`config.mk`:
```
export PLATFORM = sky130hd
export DESIGN_NAME = alu_arbiter_sequencer
export DESIGN_NICKNAME = d
export VERILOG_FILES = /design/src/rtl/alu_arbiter_sequencer.sv
export SDC_FILE = /design/constraint.sdc
export NUM_CORES = 1
export LEC_CHECK = 0
export ABC_AREA = 0
export CAP_MARGIN = 20
export CELL_PAD_IN_SITES_DETAIL_PLACEMENT = 0
export CELL_PAD_IN_SITES_GLOBAL_PLACEMENT = 2
export CORE_AREA = 2 2 140 169
export DETAILED_ROUTE_END_ITERATION = 7
export DIE_AREA = 0 0 142 171
export PLACE_DENSITY = 0.82
export SYNTH_ARGS = -nofsm -noshare
export SYNTH_HDL_FRONTEND = slang
export SYNTH_SLANG_ARGS = --single-unit
```
`constraint.sdc`:
```
create_clock -name alu_clk -period 5.4 [get_ports alu_clk]
set_input_delay 0.54 -clock alu_clk [delete_from_list [all_inputs] [get_ports alu_clk]]
set_output_delay 0.54 -clock alu_clk [all_outputs]
set_load 0.005 [all_outputs]
```
`src/rtl/alu_arbiter_sequencer.sv`:
```
// ============================================================================
// Module      : alu_arbiter_sequencer
// Description : Round-robin sharing of one registered ALU between two
//               requesters, with a single tagged valid/ready response channel.
// Revision    : 1.0 - initial release
// ============================================================================
`default_nettype none

module alu_arbiter_sequencer #(
    parameter int DATA_W = 32,
    parameter int CTRL_W = 6,
    parameter int MAX_OP = 23
) (
    input  logic              alu_clk,
    input  logic              alu_rst,
    input  logic              r0_valid,
    output logic              r0_ready,
    input  logic [CTRL_W-1:0] r0_op,
    input  logic [DATA_W-1:0] r0_a,
    input  logic [DATA_W-1:0] r0_b,
    input  logic              r1_valid,
    output logic              r1_ready,
    input  logic [CTRL_W-1:0] r1_op,
    input  logic [DATA_W-1:0] r1_a,
    input  logic [DATA_W-1:0] r1_b,
    output logic              rsp_valid,
    input  logic              rsp_ready,
    output logic              rsp_id,
    output logic [DATA_W-1:0] rsp_data,
    output logic [3:0]        rsp_flags,
    output logic              rsp_err,
    output logic [CTRL_W-1:0] alu_ctrl,
    output logic [DATA_W-1:0] alu_in_1,
    output logic [DATA_W-1:0] alu_in_2,
    input  logic [DATA_W-1:0] alu_rslt,
    input  logic [3:0]        alu_checks
);

    localparam logic [CTRL_W-1:0] c_max_op    = CTRL_W'(MAX_OP);
    localparam logic [3:0]        c_err_flags = 4'b0100;

    typedef enum logic [1:0] {
        S_IDLE  = 2'd0,
        S_ISSUE = 2'd1,
        S_WAIT  = 2'd2,
        S_RESP  = 2'd3
    } state_t;

    state_t              state_q, state_d;
    logic                rr_ptr_q, rr_ptr_d;
    logic                rsp_valid_q, rsp_valid_d;
    logic                rsp_id_q, rsp_id_d;
    logic [DATA_W-1:0]   rsp_data_q, rsp_data_d;
    logic [3:0]          rsp_flags_q, rsp_flags_d;
    logic                rsp_err_q, rsp_err_d;
    logic [CTRL_W-1:0]   alu_ctrl_q, alu_ctrl_d;
    logic [DATA_W-1:0]   alu_in_1_q, alu_in_1_d;
    logic [DATA_W-1:0]   alu_in_2_q, alu_in_2_d;

    logic                w_winner;
    logic                w_accept;
    logic                w_illegal;
    logic [CTRL_W-1:0]   w_op;
    logic [DATA_W-1:0]   w_a;
    logic [DATA_W-1:0]   w_b;

    // Tie goes to the pointer; a lone requester wins regardless of it.
    assign w_winner  = (r0_valid && r1_valid) ? rr_ptr_q : r1_valid;
    assign w_accept  = (state_q == S_IDLE) && (r0_valid || r1_valid) && !alu_rst;
    assign w_op      = w_winner ? r1_op : r0_op;
    assign w_a       = w_winner ? r1_a  : r0_a;
    assign w_b       = w_winner ? r1_b  : r0_b;
    assign w_illegal = (w_op > c_max_op);

    assign r0_ready  = w_accept && !w_winner;
    assign r1_ready  = w_accept &&  w_winner;

    always_comb begin
        state_d     = state_q;
        rr_ptr_d    = rr_ptr_q;
        rsp_valid_d = rsp_valid_q;
        rsp_id_d    = rsp_id_q;
        rsp_data_d  = rsp_data_q;
        rsp_flags_d = rsp_flags_q;
        rsp_err_d   = rsp_err_q;
        alu_ctrl_d  = alu_ctrl_q;
        alu_in_1_d  = alu_in_1_q;
        alu_in_2_d  = alu_in_2_q;
        case (state_q)
            S_IDLE: begin
                if (w_accept) begin
                    rr_ptr_d = ~w_winner;
                    rsp_id_d = w_winner;
                    if (w_illegal) begin
                        // Bypass the ALU entirely so its inputs stay quiet.
                        rsp_data_d  = '0;
                        rsp_flags_d = c_err_flags;
                        rsp_err_d   = 1'b1;
                        rsp_valid_d = 1'b1;
                        state_d     = S_RESP;
                    end else begin
                        alu_ctrl_d  = w_op;
                        alu_in_1_d  = w_a;
                        alu_in_2_d  = w_b;
                        state_d     = S_ISSUE;
                    end
                end
            end
            S_ISSUE: state_d = S_WAIT;
            S_WAIT: begin
                rsp_data_d  = alu_rslt;
                rsp_flags_d = alu_checks;
                rsp_err_d   = 1'b0;
                rsp_valid_d = 1'b1;
                state_d     = S_RESP;
            end
            S_RESP: begin
                if (rsp_ready) begin
                    rsp_valid_d = 1'b0;
                    state_d     = S_IDLE;
                end
            end
            default: state_d = S_IDLE;
        endcase
    end

    always_ff @(posedge alu_clk or posedge alu_rst) begin
        if (alu_rst) begin
            state_q     <= S_IDLE;
            rr_ptr_q    <= 1'b0;
            rsp_valid_q <= 1'b0;
            rsp_id_q    <= 1'b0;
            rsp_data_q  <= '0;
            rsp_flags_q <= '0;
            rsp_err_q   <= 1'b0;
            alu_ctrl_q  <= '0;
            alu_in_1_q  <= '0;
            alu_in_2_q  <= '0;
        end else begin
            state_q     <= state_d;
            rr_ptr_q    <= rr_ptr_d;
            rsp_valid_q <= rsp_valid_d;
            rsp_id_q    <= rsp_id_d;
            rsp_data_q  <= rsp_data_d;
            rsp_flags_q <= rsp_flags_d;
            rsp_err_q   <= rsp_err_d;
            alu_ctrl_q  <= alu_ctrl_d;
            alu_in_1_q  <= alu_in_1_d;
            alu_in_2_q  <= alu_in_2_d;
        end
    end

    assign rsp_valid = rsp_valid_q;
    assign rsp_id    = rsp_id_q;
    assign rsp_data  = rsp_data_q;
    assign rsp_flags = rsp_flags_q;
    assign rsp_err   = rsp_err_q;
    assign alu_ctrl  = alu_ctrl_q;
    assign alu_in_1  = alu_in_1_q;
    assign alu_in_2  = alu_in_2_q;

endmodule

`default_nettype wire
```
Yosys cells after proc, flatten, opt, wreduce, memory -nomap -nowiden
Index checks and enable logic that the tools add are counted.

Register bits after elaboration: 112.

Multiplexer cells: 19. Reductions and logical operators: 16. Bitwise logic cells: 2. Equal/unequal tests: 6. Magnitude comparators: 1.

Operators with widths (number): 32-bit 2-to-1 mux (4); 32-bit case mux with 2 select lines (1); 4-bit 2-to-1 mux (2); 2-bit case mux with 4 select lines (1); 4-bit case mux with 2 select lines (1); 6-bit by 5-bit > comparator with 1-bit output (second input constant) (1); 2-bit 2-to-1 mux (3); 6-bit 2-to-1 mux (1); 2-bit inequality test (second input constant) (3); 3-bit AND reduction (2); 1-bit logical AND (5); 2-bit == test (second input constant) (2); 1-bit 2-to-1 mux (4); 2-bit AND reduction (2); 4-bit AND reduction (1); 1-bit case mux with 3 select lines (1); 3-bit nonzero test (1); 2-bit by 1-bit == test with 1-bit output (second input constant) (1); 1-bit zero test (2); 2-bit zero test (1); 1-bit inverter (2); 1-bit case mux with 2 select lines (1); 2-bit nonzero test (1); 1-bit logical OR (1).

Depth between registers and ports, before layout
Gate-level depths: netlist of the first run.

Depth after elaboration: 7. Gate-level depth with buffers: 8.

Least setup slack after synthesis of the first run
No wires, ideal clock.

Path type: in2reg. From: input alu_rst. To: register alu_ctrl_q[0] (netlist: alu_ctrl[0]). Setup time: 0.125 ns. Arrival time: 4.600 ns. Cell stages on the path: 5. Setup slack: 0.675 ns. Buffers on the path: 1. Cells stage by stage: inv_1 -> o211ai_2 -> a21oi_1 -> buf_2 -> mux2_2.

Cells in the longest elaborated chain, start to end: 3.

RTL lines: start, declared (line 15) `input logic alu_rst,`; 1-bit zero test (no source line); 1-bit logical AND (line 69) `assign w_accept = (state_q == S_IDLE) && (r0_valid || r1_valid) && !alu_rst;`; 3-bit AND reduction (no source line); end signal, assigned (line 147) `alu_ctrl_q <= alu_ctrl_d;`; end, declared (line 56) `logic [CTRL_W-1:0] alu_ctrl_q, alu_ctrl_d;`.

Every way passes these cells. A chain may end at the register's enable or synchronous reset.

Worst setup path in the final report of the first run
From: input alu_rst. To: output r0_ready.

Cells in the longest elaborated chain, start to end: 3.

RTL lines: 1-bit zero test (no source line); 1-bit logical AND (line 69); 1-bit logical AND (line 75) `assign r0_ready = w_accept && !w_winner;`; end, declared (line 17) `output logic r0_ready,`.

Every way passes these cells.

==> impl_results.md, run 1 <==
- Status: finished, final reports clean
- Hold-fix buffers, CTS: 0
- CP max stage delay: 0.57 ns
- Final clock skew: 0.0129 ns
- Drt first pass iters: 4
- RD Place Congestion: 0.774
- Hold_sp: rsp_id$_DFFE_PP0P_
- Total grt overflow: 0
- Synth Area per Inst: 14.4 um2
- Crit path DAT: 2.76 ns
- Antenna violations before repair: 0
- Horiz. Die Dim: 142 um
- Placed inst area: 8320 um2
- Post-Route Setup TNS: 0 ns
- FF+latch count, synth: 112
- Fin. Hold Viols: 0
- Largest net degree at the start of global routing: 71
- Area growth syn-to-layout: 68.0%
- CP Capture Type: primary output
- First-pass GRT wire length: 22200 um
- CTS buffer count: 9
- Crit-path most repeated cell: clkdlybuf4s50_1
- HPWL Detailed: 11800 um
- Peak VDD IR: 0.000222 V
- Leak pwr: 3.55 nW
- Max-Cap Viols: 0
- Clock transition at path regs: 0.07 ns
- Crit-path max FO: 57
- Crit-path cells: clkdlybuf4s50_1 -> inv_4 -> o211ai_2 -> a21oi_1 -> clkdlybuf4s50_1
- Initial Utilization: 0.224
- Pins Over Slew Limit: 0
- Core Footprint: 22800 um2
- Synthesized net count: 540
- CP bufs+invs: 3
- Postcts setup bufs: 0
- Worst r2r src: state_q[0]$_DFFE_PP0P_
- Die Area: 24300 um2
- Routed WL: 15000 um
- Top-area cell type share of the netlist area: 0.548
- Synth area leader: dfrtp_1
- Clock tree buffer depth: 2
- DRC: 0
- DRT antenna net count: 0
- R2r endpoint: alu_in_1[5]$_DFFE_PP0P_
- Setup-failing EPs final: 0
- Max transition margin: 0.402
- # diodes: 0
- Ports: 292
- WS Path Type: primary input to primary output
- Synth cell types: 30
- CTS tree: yes
- Cell area power density: 461 nW/um2
- Synth Warn #: 0
- Share of layout cells above drive strength 1: 0.257
- Post-route minimum period: 3.30 ns
- Top post-synthesis cells by area: dfrtp_1, mux2_2, a22o_1
- Post_cts resized: 0
- Input/output buffers: 291
- CTS sink count: 112
- Wire per inst: 16.2 um
- Final nets: 825
- Total GRT Usage: 0.119
- Cell count after synthesis: 355
- Hold path depth: 1
- Vias in the first global route: 4196
- F_max: 303 MHz
- Final Cycle Share: 0.611
- H-tree Lvls: 3
- Cell Area, Synth: 5120 um2
- Tightest Pin Transition: 0.896 ns
- Die Height: 171 um
- Via density: 4.21
- Initial DRC Count: 129
- Finished Cell Area: 8600 um2
- Post-synthesis sequential area ratio: 0.548
- Reg2Reg Depth: 6
- CP required: 4.86 ns
- # rows: 61
- R2r setup slk: 2.85 ns
- Root buf cell: clkbuf_16
- Clock Latency Late Sink: 0.35 ns
- RSZ-0062 raised after global routing: false
- Vias post-DR: 3904
- CP Launch Type: primary input
- Critical path's slowest cell: clkdlybuf4s50_1
- Hold Path Sink: rsp_id$_DFFE_PP0P_
- Critical path's top delay family: buffers and inverters
- Hold Path Class: flip-flop to flip-flop
==> logic make-up (layout without fill, tap and decap cells) <==
family / Yosys count / in the layout / synth area share
AOI/OAI and AO/OA: 55 / 55 / 0.0917
and+or+nand+nor: 13 / 13 / 0.0144
muxes: 139 / 139 / 0.306
DFF: 112 / 112 / 0.548
adders and majority gates: 4 / 4 / 0.00978
buffers and inverters: 32 / 322 / 0.0308
==> cells in the final DEF, fill, tap and decap left out <==
master           count
ha_1                 4
and3_4               1
nor3_1               2
inv_4                1
a21boi_1             1
nand2b_2             1
o211ai_2             1
buf_4                5
a21o_1               2
o32a_1               1
mux2i_1              1
nor2_1               2
o21ba_1              1
o21ai_0              1
a21oi_4              1
nand3_1              2
a21boi_0             1
clkinv_2             2
a21oi_1              6
o311ai_0             1
o21bai_1             1
nor2b_1              3
clkbuf_16            9
inv_6                4
inv_1                9
clkinvlp_4           1
nand2_1              1
o41ai_4              1
a22o_1              35
a22oi_1              1
o31a_1               1
dfrtp_1            112
clkdlybuf4s50_1    291
nand2_2              1
mux2_2             138
==> synthesized netlist by cell type <==
cell / count
mux2_2: 138
a22o_1: 35
ha_1: 4
o21bai_1: 1
o41ai_4: 1
o32a_1: 1
dfrtp_1: 112
nor2_1: 2
o31a_1: 1
nand2_1: 2
nand2b_2: 1
inv_1: 10
o311ai_0: 1
nor2b_1: 3
o21ai_0: 1
a21o_1: 2
clkbuf_1: 1
and3_4: 1
a21boi_1: 1
nor3_1: 2
a21boi_0: 1
a21oi_1: 7
a22oi_1: 1
o21ba_1: 1
mux2i_1: 1
o211ai_2: 1
buf_2: 12
nand3_1: 2
buf_6: 3
buf_1: 6
==> through the flow <==
stage | std cells | setup slack, ns | util | total power [W] | hold slack [ns]
6_report | 928 | 2.10 | 0.377 | 0.00396 | 0.479
5_1_grt | 928 | 1.81 | 0.377 | 0.00422 | 0.515
4_1_cts | 928 | 2.00 | 0.377 | 0.00404 | 0.483
3_5_place_dp | 912 | 1.90 | 0.364 | 0.00338 | 0.466
3_3_place_gp | 912 | 1.99 | 0.364 | 0.00333 | 0.470
2_1_floorplan | 355 | 0.675 | - | 0.00226 | 0.464
==> worst max-delay path by stage <==
stage / startpoint / end / slack [ns] / cells after the start
2_1_floorplan: alu_rst / alu_ctrl[0]$_DFFE_PP0P_ / 0.68 / 5
3_3_place_gp: alu_rst / alu_in_1[0]$_DFFE_PP0P_ / 1.99 / 6
3_5_place_dp: alu_rst / alu_in_1[1]$_DFFE_PP0P_ / 1.90 / 6
4_1_cts: alu_rst / r0_ready / 2.00 / 5
5_1_grt: alu_rst / r1_ready / 1.81 / 5
6_report: alu_rst / r0_ready / 2.10 / 5
==> state kept, by name (all words and copies together) (netlist names) <==
| signal | cells |
|---|---|
| rsp_err | 1 |
| rr_ptr_q | 1 |
| rsp_flags | 4 |
| state_q | 2 |
| alu_in_1 | 32 |
| rsp_valid | 1 |
| rsp_id | 1 |
| alu_in_2 | 32 |
| alu_ctrl | 6 |
| rsp_data | 32 |
==> routing by layer <==
metal | track usage | vias up | part of all wire
met5 | 0 | - | 0
met4 | 0.0417 | 0 | 0.013
met3 | 0.0249 | 10 | 0.061
met2 | 0.226 | 169 | 0.53
met1 | 0.128 | 1866 | 0.39
li1 | - | 1859 | -
==> report_power, final <==
part,switching [W],internal [W]
Combinational,0.000633,0.00123
Clock,0.000311,0.000318
Sequential,0.000223,0.00124
==> layout make-up <==
type | instances | area (um2)
flip-flops and latches | 112 | 2800
fillers | 2177 | 14200
well taps | 283 | 354
clock buffers | 9 | 225
multi-input cells | 211 | 2170
repair buffers | 296 | 2950
inverters | 10 | 40.0
clock inverters | 7 | 52.6
(Power assumes the default switching activity.)
==> run 2, diff against run 1 <==
==> constraint.sdc (replaced) <==
create_clock -name alu_clk -period 3.1 [get_ports alu_clk]
set_input_delay 0.31 -clock alu_clk [delete_from_list [all_inputs] [get_ports alu_clk]]
set_output_delay 0.31 -clock alu_clk [all_outputs]
set_load 0.005 [all_outputs]
==> impl_results.md, run 2 (same netlist as run 1, synthesis figures left out) <==
- Worst setup margin: 0.610 ns (-1.49 ns)
- # rows: 61 (unchanged)
- CP Capture Type: primary output
- Largest net degree at the start of global routing: 61 (-14%)
- First-pass GRT wire length: 22600 um (+1.6%)
- Die Height: 171 um (unchanged)
- Final nets: 827 (+0.24%)
- Area growth syn-to-layout: 69.3%
- DRC: 0 (unchanged)
- Antenna violations before repair: 0 (unchanged)
- Horiz. Die Dim: 142 um (unchanged)
- Reg2Reg Depth: 6 (unchanged)
- H-tree Lvls: 3 (unchanged)
- Crit-path cells: inv_1 -> ha_1 -> o211ai_2 -> a21oi_1 -> clkdlybuf4s50_1
- Wire per inst: 16.2 um (+0.42%)
- Postcts setup bufs: 0 (unchanged)
- HPWL Detailed: 11900 um (+0.82%)
- Leak pwr: 3.58 nW (+0.76%)
- Max-Cap Viols: 0 (unchanged)
- Hold-fix buffers, CTS: 0 (unchanged)
- Final clock skew: 0.00875 ns (-0.00414 ns)
- Clock transition at path regs: 0.07 ns (about the same)
- Initial DRC Count: 102 (-21%)
- WS Path Type: flip-flop to primary output
- Hold_sp: rsp_flags[1]$_DFFE_PP0P_
- R2r endpoint: alu_in_2[5]$_DFFE_PP0P_
- Total GRT Usage: 0.122 (+0.00304)
- Most frequent cells in the layout: clkdlybuf4s50_1, mux2_2, dfrtp_1
- CP required: 2.79 ns (-2.07 ns)
- Vias in the first global route: 4188 (-0.19%)
- Pins Over Slew Limit: 0 (unchanged)
- Peak VDD IR: 0.000367 V (+65%)
- # placed instances: 914 (+0.22%)
- Total grt overflow: 0 (unchanged)
- Non-filler cells, final: 930 (+0.22%)
- Crit-path max FO: 8 (-86%)
- Post-route minimum period: 2.49 ns
- Critical path's slowest cell: clkdlybuf4s50_1
- Commonest non-fill, non-tap cell in the layout: clkdlybuf4s50_1
- RD Place Congestion: 0.734 (-5.2%)
- CP max stage delay: 0.55 ns (-0.02 ns)
- Input/output buffers: 291 (unchanged)
- Share of layout cells above drive strength 1: 0.258 (+0.000750)
- CTS tree: yes
- Clock Latency Late Sink: 0.35 ns (about the same)
- F_max: 402 MHz
- Routed WL: 15100 um (+0.63%)
- Cell area power density: 802 nW/um2 (+74%)
- Hold path depth: 1 (unchanged)
- Post_cts resized: 0 (unchanged)
- Crit path DAT: 2.18 ns (-0.58 ns)
- CTS sink count: 112 (unchanged)
- CTS buffer count: 9 (unchanged)
- Vias post-DR: 3940 (+0.92%)
- Initial Utilization: 0.224 (unchanged)
- Via density: 4.24 (+0.71%)
- DRT antenna net count: 0 (unchanged)
- Clock tree buffer depth: 2 (unchanged)
- Status: finished, final reports clean
- Hold Path Class: flip-flop to flip-flop
- Tightest Pin Transition: 0.768 ns (-0.128 ns)
- Fin. Hold Viols: 0 (unchanged)
- R2r setup slk: 0.91 ns (-1.94 ns)
- Drt first pass iters: 4 (unchanged)
- Setup-failing EPs final: 0 (unchanged)
- CP Launch Type: flip-flop
- Core Footprint: 22800 um2 (unchanged)
- Setup WS pre-CTS: 0.491 ns (-1.41 ns)
- # diodes: 0 (unchanged)
- Max transition margin: 0.488 (+0.0856)
- Ports: 292 (unchanged)
- Worst r2r src: state_q[0]$_DFFE_PP0P_
- Hold Path Sink: rsp_flags[1]$_DFFE_PP0P_
- Die Area: 24300 um2 (unchanged)
- Root buf cell: clkbuf_16
- Final Cycle Share: 0.803
- RSZ-0062 raised after global routing: false
-- run 2: cell types whose count changed in the layout (fill, tap and decap cells not counted), sizes merged --
cell	change
buf	+2
clkinv	-1
clkbuf	+2
inv	-1
-- run 2: worst max-delay path: cells and delay by family (launching register included) --
family | cells | cell delay [ns]
buffers and inverters | 2 | 0.64
AOI/OAI and AO/OA | 2 | 0.53
DFF | 1 | 0.41
adders and majority gates | 1 | 0.26
-- run 2: final cells by class --
| type | instances | area, um2 |
|---|---|---|
| Fill cell | 2183 | 14200 |
| Timing Repair Buffer | 298 | 3000 |
| Sequential cell | 112 | 2800 |
| Multi-Input combinational cell | 211 | 2180 |
| Tap cell | 283 | 354 |
| Clock buffer | 11 | 243 |
| Clock inverter | 5 | 46.3 |
| Inverter | 10 | 41.3 |
-- run 2: report_power, final --
part | switching [W] | internal [W] | total (W)
logic | 0.00110 | 0.00218 | 0.00327
registers | 0.000386 | 0.00217 | 0.00255
clock network | 0.000544 | 0.000584 | 0.00113
-- run 2: stage by stage --
| step | hold WS, ns | utilization | power [W] | area, um2 | TNS, ns |
|---|---|---|---|---|---|
| 3_5_place_dp | 0.482 | 0.367 | 0.00592 | 8380 | 0 |
| 3_3_place_gp | 0.482 | 0.367 | 0.00584 | 8380 | 0 |
| 5_1_grt | 0.515 | 0.380 | 0.00743 | 8670 | 0 |
| 4_1_cts | 0.504 | 0.380 | 0.00710 | 8670 | 0 |
| 6_report | 0.502 | 0.380 | 0.00695 | 8670 | 0 |
| 2_1_floorplan | 0.450 | - | 0.00396 | 5140 | -4.31 |
-- run 2: routing by layer --
metal,track usage,part of all wire
met1,0.137,0.39
met2,0.222,0.51
met3,0.0297,0.076
met4,0.0448,0.016
met5,0,0
-- run 2: worst max path at each step --
stage / slack [ns] / start / end
2_1_floorplan: -0.05 / alu_rst / alu_ctrl[0]$_DFFE_PP0P_
6_report: 0.61 / state_q[0]$_DFFE_PP0P_ / r0_ready
3_3_place_gp: 0.54 / r0_op[3] / alu_in_1[25]$_DFFE_PP0P_
4_1_cts: 0.55 / state_q[1]$_DFFE_PP0P_ / r0_ready
3_5_place_dp: 0.49 / r0_op[4] / alu_in_2[5]$_DFFE_PP0P_
5_1_grt: 0.46 / state_q[0]$_DFFE_PP0P_ / r1_ready
==> run 3, diff against run 2 <==
==> constraint.sdc (replaced) <==
create_clock -name alu_clk -period 2.38 [get_ports alu_clk]
set_input_delay 0.238 -clock alu_clk [delete_from_list [all_inputs] [get_ports alu_clk]]
set_output_delay 0.238 -clock alu_clk [all_outputs]
set_load 0.005 [all_outputs]
==> impl_results.md, run 3 (same netlist as run 1, synthesis figures left out) <==
- # rows: 61 (unchanged)
- Worst setup margin: 0.147 ns (-0.463 ns)
- Post-Route Utilization: 0.383 (+0.00307)
- Sequential cell fraction of total power: 0.357 (-0.010)
- Gate power share: 0.472 (about the same)
- Root buf cell: clkbuf_16
- Switching share of power: 0.291 (-0.000322)
- Max transition margin: 0.602 (+0.114)
- Crit-path max FO: 5 (-3)
- CTS sink count: 112 (unchanged)
- F_max: 448 MHz
- CP max stage delay: 0.56 ns (about the same)
- RSZ-0062 raised after global routing: false
- Ports: 292 (unchanged)
- Input/output buffers: 291 (unchanged)
- CTS buffer count: 9 (unchanged)
- # diodes: 0 (unchanged)
- Area growth syn-to-layout: 70.7%
- DRT antenna net count: 0 (unchanged)
- Antenna violations before repair: 0 (unchanged)
- Vias post-DR: 3986 (+1.2%)
- Fin. Hold Viols: 0 (unchanged)
- Pins Over Slew Limit: 0 (unchanged)
- Cell area power density: 1060 nW/um2 (+32%)
- Die Area: 24300 um2 (unchanged)
- Max-Cap Viols: 0 (unchanged)
- Setup-failing EPs final: 0 (unchanged)
- Final nets: 830 (+0.36%)
- Crit path DAT: 2.00 ns (-0.18 ns)
- CTS tree: yes
- H-tree Lvls: 3 (unchanged)
- First-pass GRT wire length: 22400 um (-0.86%)
- Clock transition at path regs: 0.07 ns (about the same)
- CP required: 2.14 ns (-0.65 ns)
- Tightest Pin Transition: 0.596 ns (-0.172 ns)
- Clock Latency Late Sink: 0.35 ns (about the same)
- Peak VDD IR: 0.000427 V (+17%)
- Horiz. Die Dim: 142 um (unchanged)
- Final Cycle Share: 0.938
- Leak pwr: 3.61 nW (+0.86%)
- Commonest non-fill, non-tap cell in the layout: clkdlybuf4s50_1
- Via density: 4.27 (+0.84%)
- Critical path's top delay family: buffers and inverters
- Internal power: 0.00654 W (+33%)
- Critical path's slowest cell: clkdlybuf4s50_1
- HPWL Detailed: 11600 um (-2.6%)
- Total grt overflow: 0 (unchanged)
- Wire per inst: 16.0 um (-1.2%)
- Core Footprint: 22800 um2 (unchanged)
- Setup WS pre-CTS: 0.0754 ns (-0.416 ns)
- Total GRT Usage: 0.119 (-0.00309)
- CP Launch Type: flip-flop
- WS Path Type: flip-flop to primary output
- Die Height: 171 um (unchanged)
- Vias in the first global route: 4225 (+0.88%)
- Largest net degree at the start of global routing: 113 (+85%)
- Clock tree buffer depth: 2 (unchanged)
- Final clock skew: 0.0124 ns (+0.00366 ns)
- CP bufs+invs: 2 (unchanged)
- Switching power: 0.00268 W (+33%)
- Share of layout cells above drive strength 1: 0.265 (+0.00650)
- Initial DRC Count: 113 (+11%)
- Drt first pass iters: 4 (unchanged)
- Post-route minimum period: 2.23 ns
- Most frequent cells in the layout: clkdlybuf4s50_1, mux2_2, dfrtp_1
- Status: finished, final reports clean
- Post-Route Setup TNS: 0 ns (unchanged)
- CP Capture Type: primary output
- Clock share of power: 0.171 (+0.009)
- Hold_ws: 0.448 ns (-0.0540 ns)
- Routed WL: 14900 um (-0.89%)
- Hold Path Class: primary input to flip-flop
- DRC: 0 (unchanged)
- RD Place Congestion: 0.746 (+1.7%)
- Crit-path cells: inv_1 -> ha_2 -> o211ai_2 -> a21oi_1 -> clkdlybuf4s50_1
- Initial Utilization: 0.224 (unchanged)
[run 3: timing repair]
| action | CTS | global route |
|---|---|---|
| endpoints found under the setup margin | 1 | 1 |
| hold buffers | 0 | 0 |
| endpoints found under the hold margin | 0 | 0 |
| gates resized for setup | 1 | 1 |
| buffers inserted | 0 | 0 |
[run 3: cell type report]
class	count	area, um2
clock buffer	9	225
multi-input combinational	211	2180
tap	283	354
timing repair buffer	301	3050
sequential	112	2800
clock inverter	7	85.1
fill	2169	14100
inverter	10	41.3
[run 3: power by group through the flow]
| stage | Combinational, W | Sequential, W | Clock (W) |
|---|---|---|---|
| after floorplan | 0.00180 | 0.00337 | 0 |
| after global placement | 0.00434 | 0.00331 | 0 |
| after detailed placement | 0.00444 | 0.00333 | 0 |
| after CTS | 0.00446 | 0.00332 | 0.00165 |
| after global routing | 0.00467 | 0.00343 | 0.00172 |
| final | 0.00435 | 0.00329 | 0.00158 |
[run 3: stage by stage]
step	cell area, um2	instances	total power (W)
after floorplan	5140	355	0.00517
after global placement	8420	917	0.00765
after detailed placement	8420	917	0.00778
after CTS	8730	933	0.00942
after global routing	8740	933	0.00982
final	8740	933	0.00922
[run 3: final timing paths]
kind                       slack (ns)                        to  depth (start not counted)                    from
min                              0.45  rsp_flags[2]$_DFFE_PP0P_                          3           alu_checks[2]
max in group asynchronous        1.45  alu_in_1[11]$_DFFE_PP0P_                          3                 alu_rst
min in group asynchronous        0.48  alu_in_2[24]$_DFFE_PP0P_                          3                 alu_rst
max reg2reg                      0.30   alu_in_1[8]$_DFFE_PP0P_                          7  state_q[0]$_DFFE_PP0P_
max                              0.15                  r0_ready                          5  state_q[0]$_DFFE_PP0P_
min reg2reg                      0.49        rsp_id$_DFFE_PP0P_                          1      rsp_id$_DFFE_PP0P_
[run 3: per-layer routing]
metal	share of wire	GRT usage	vias to the layer above	routed length, um
met2	0.54	0.223	159	8050
met1	0.37	0.125	1929	5530
met4	0.021	0.0417	0	312
li1	-	-	1876	-
met5	0	0	-	0
met3	0.071	0.0341	22	1060
[run 3: worst min-delay path: cells and delay by family]
| kind | cells | cell delay [ns] |
|---|---|---|
| AOI/OAI and AO/OA | 1 | 0.07 |
| buffers and inverters | 2 | 0.45 |
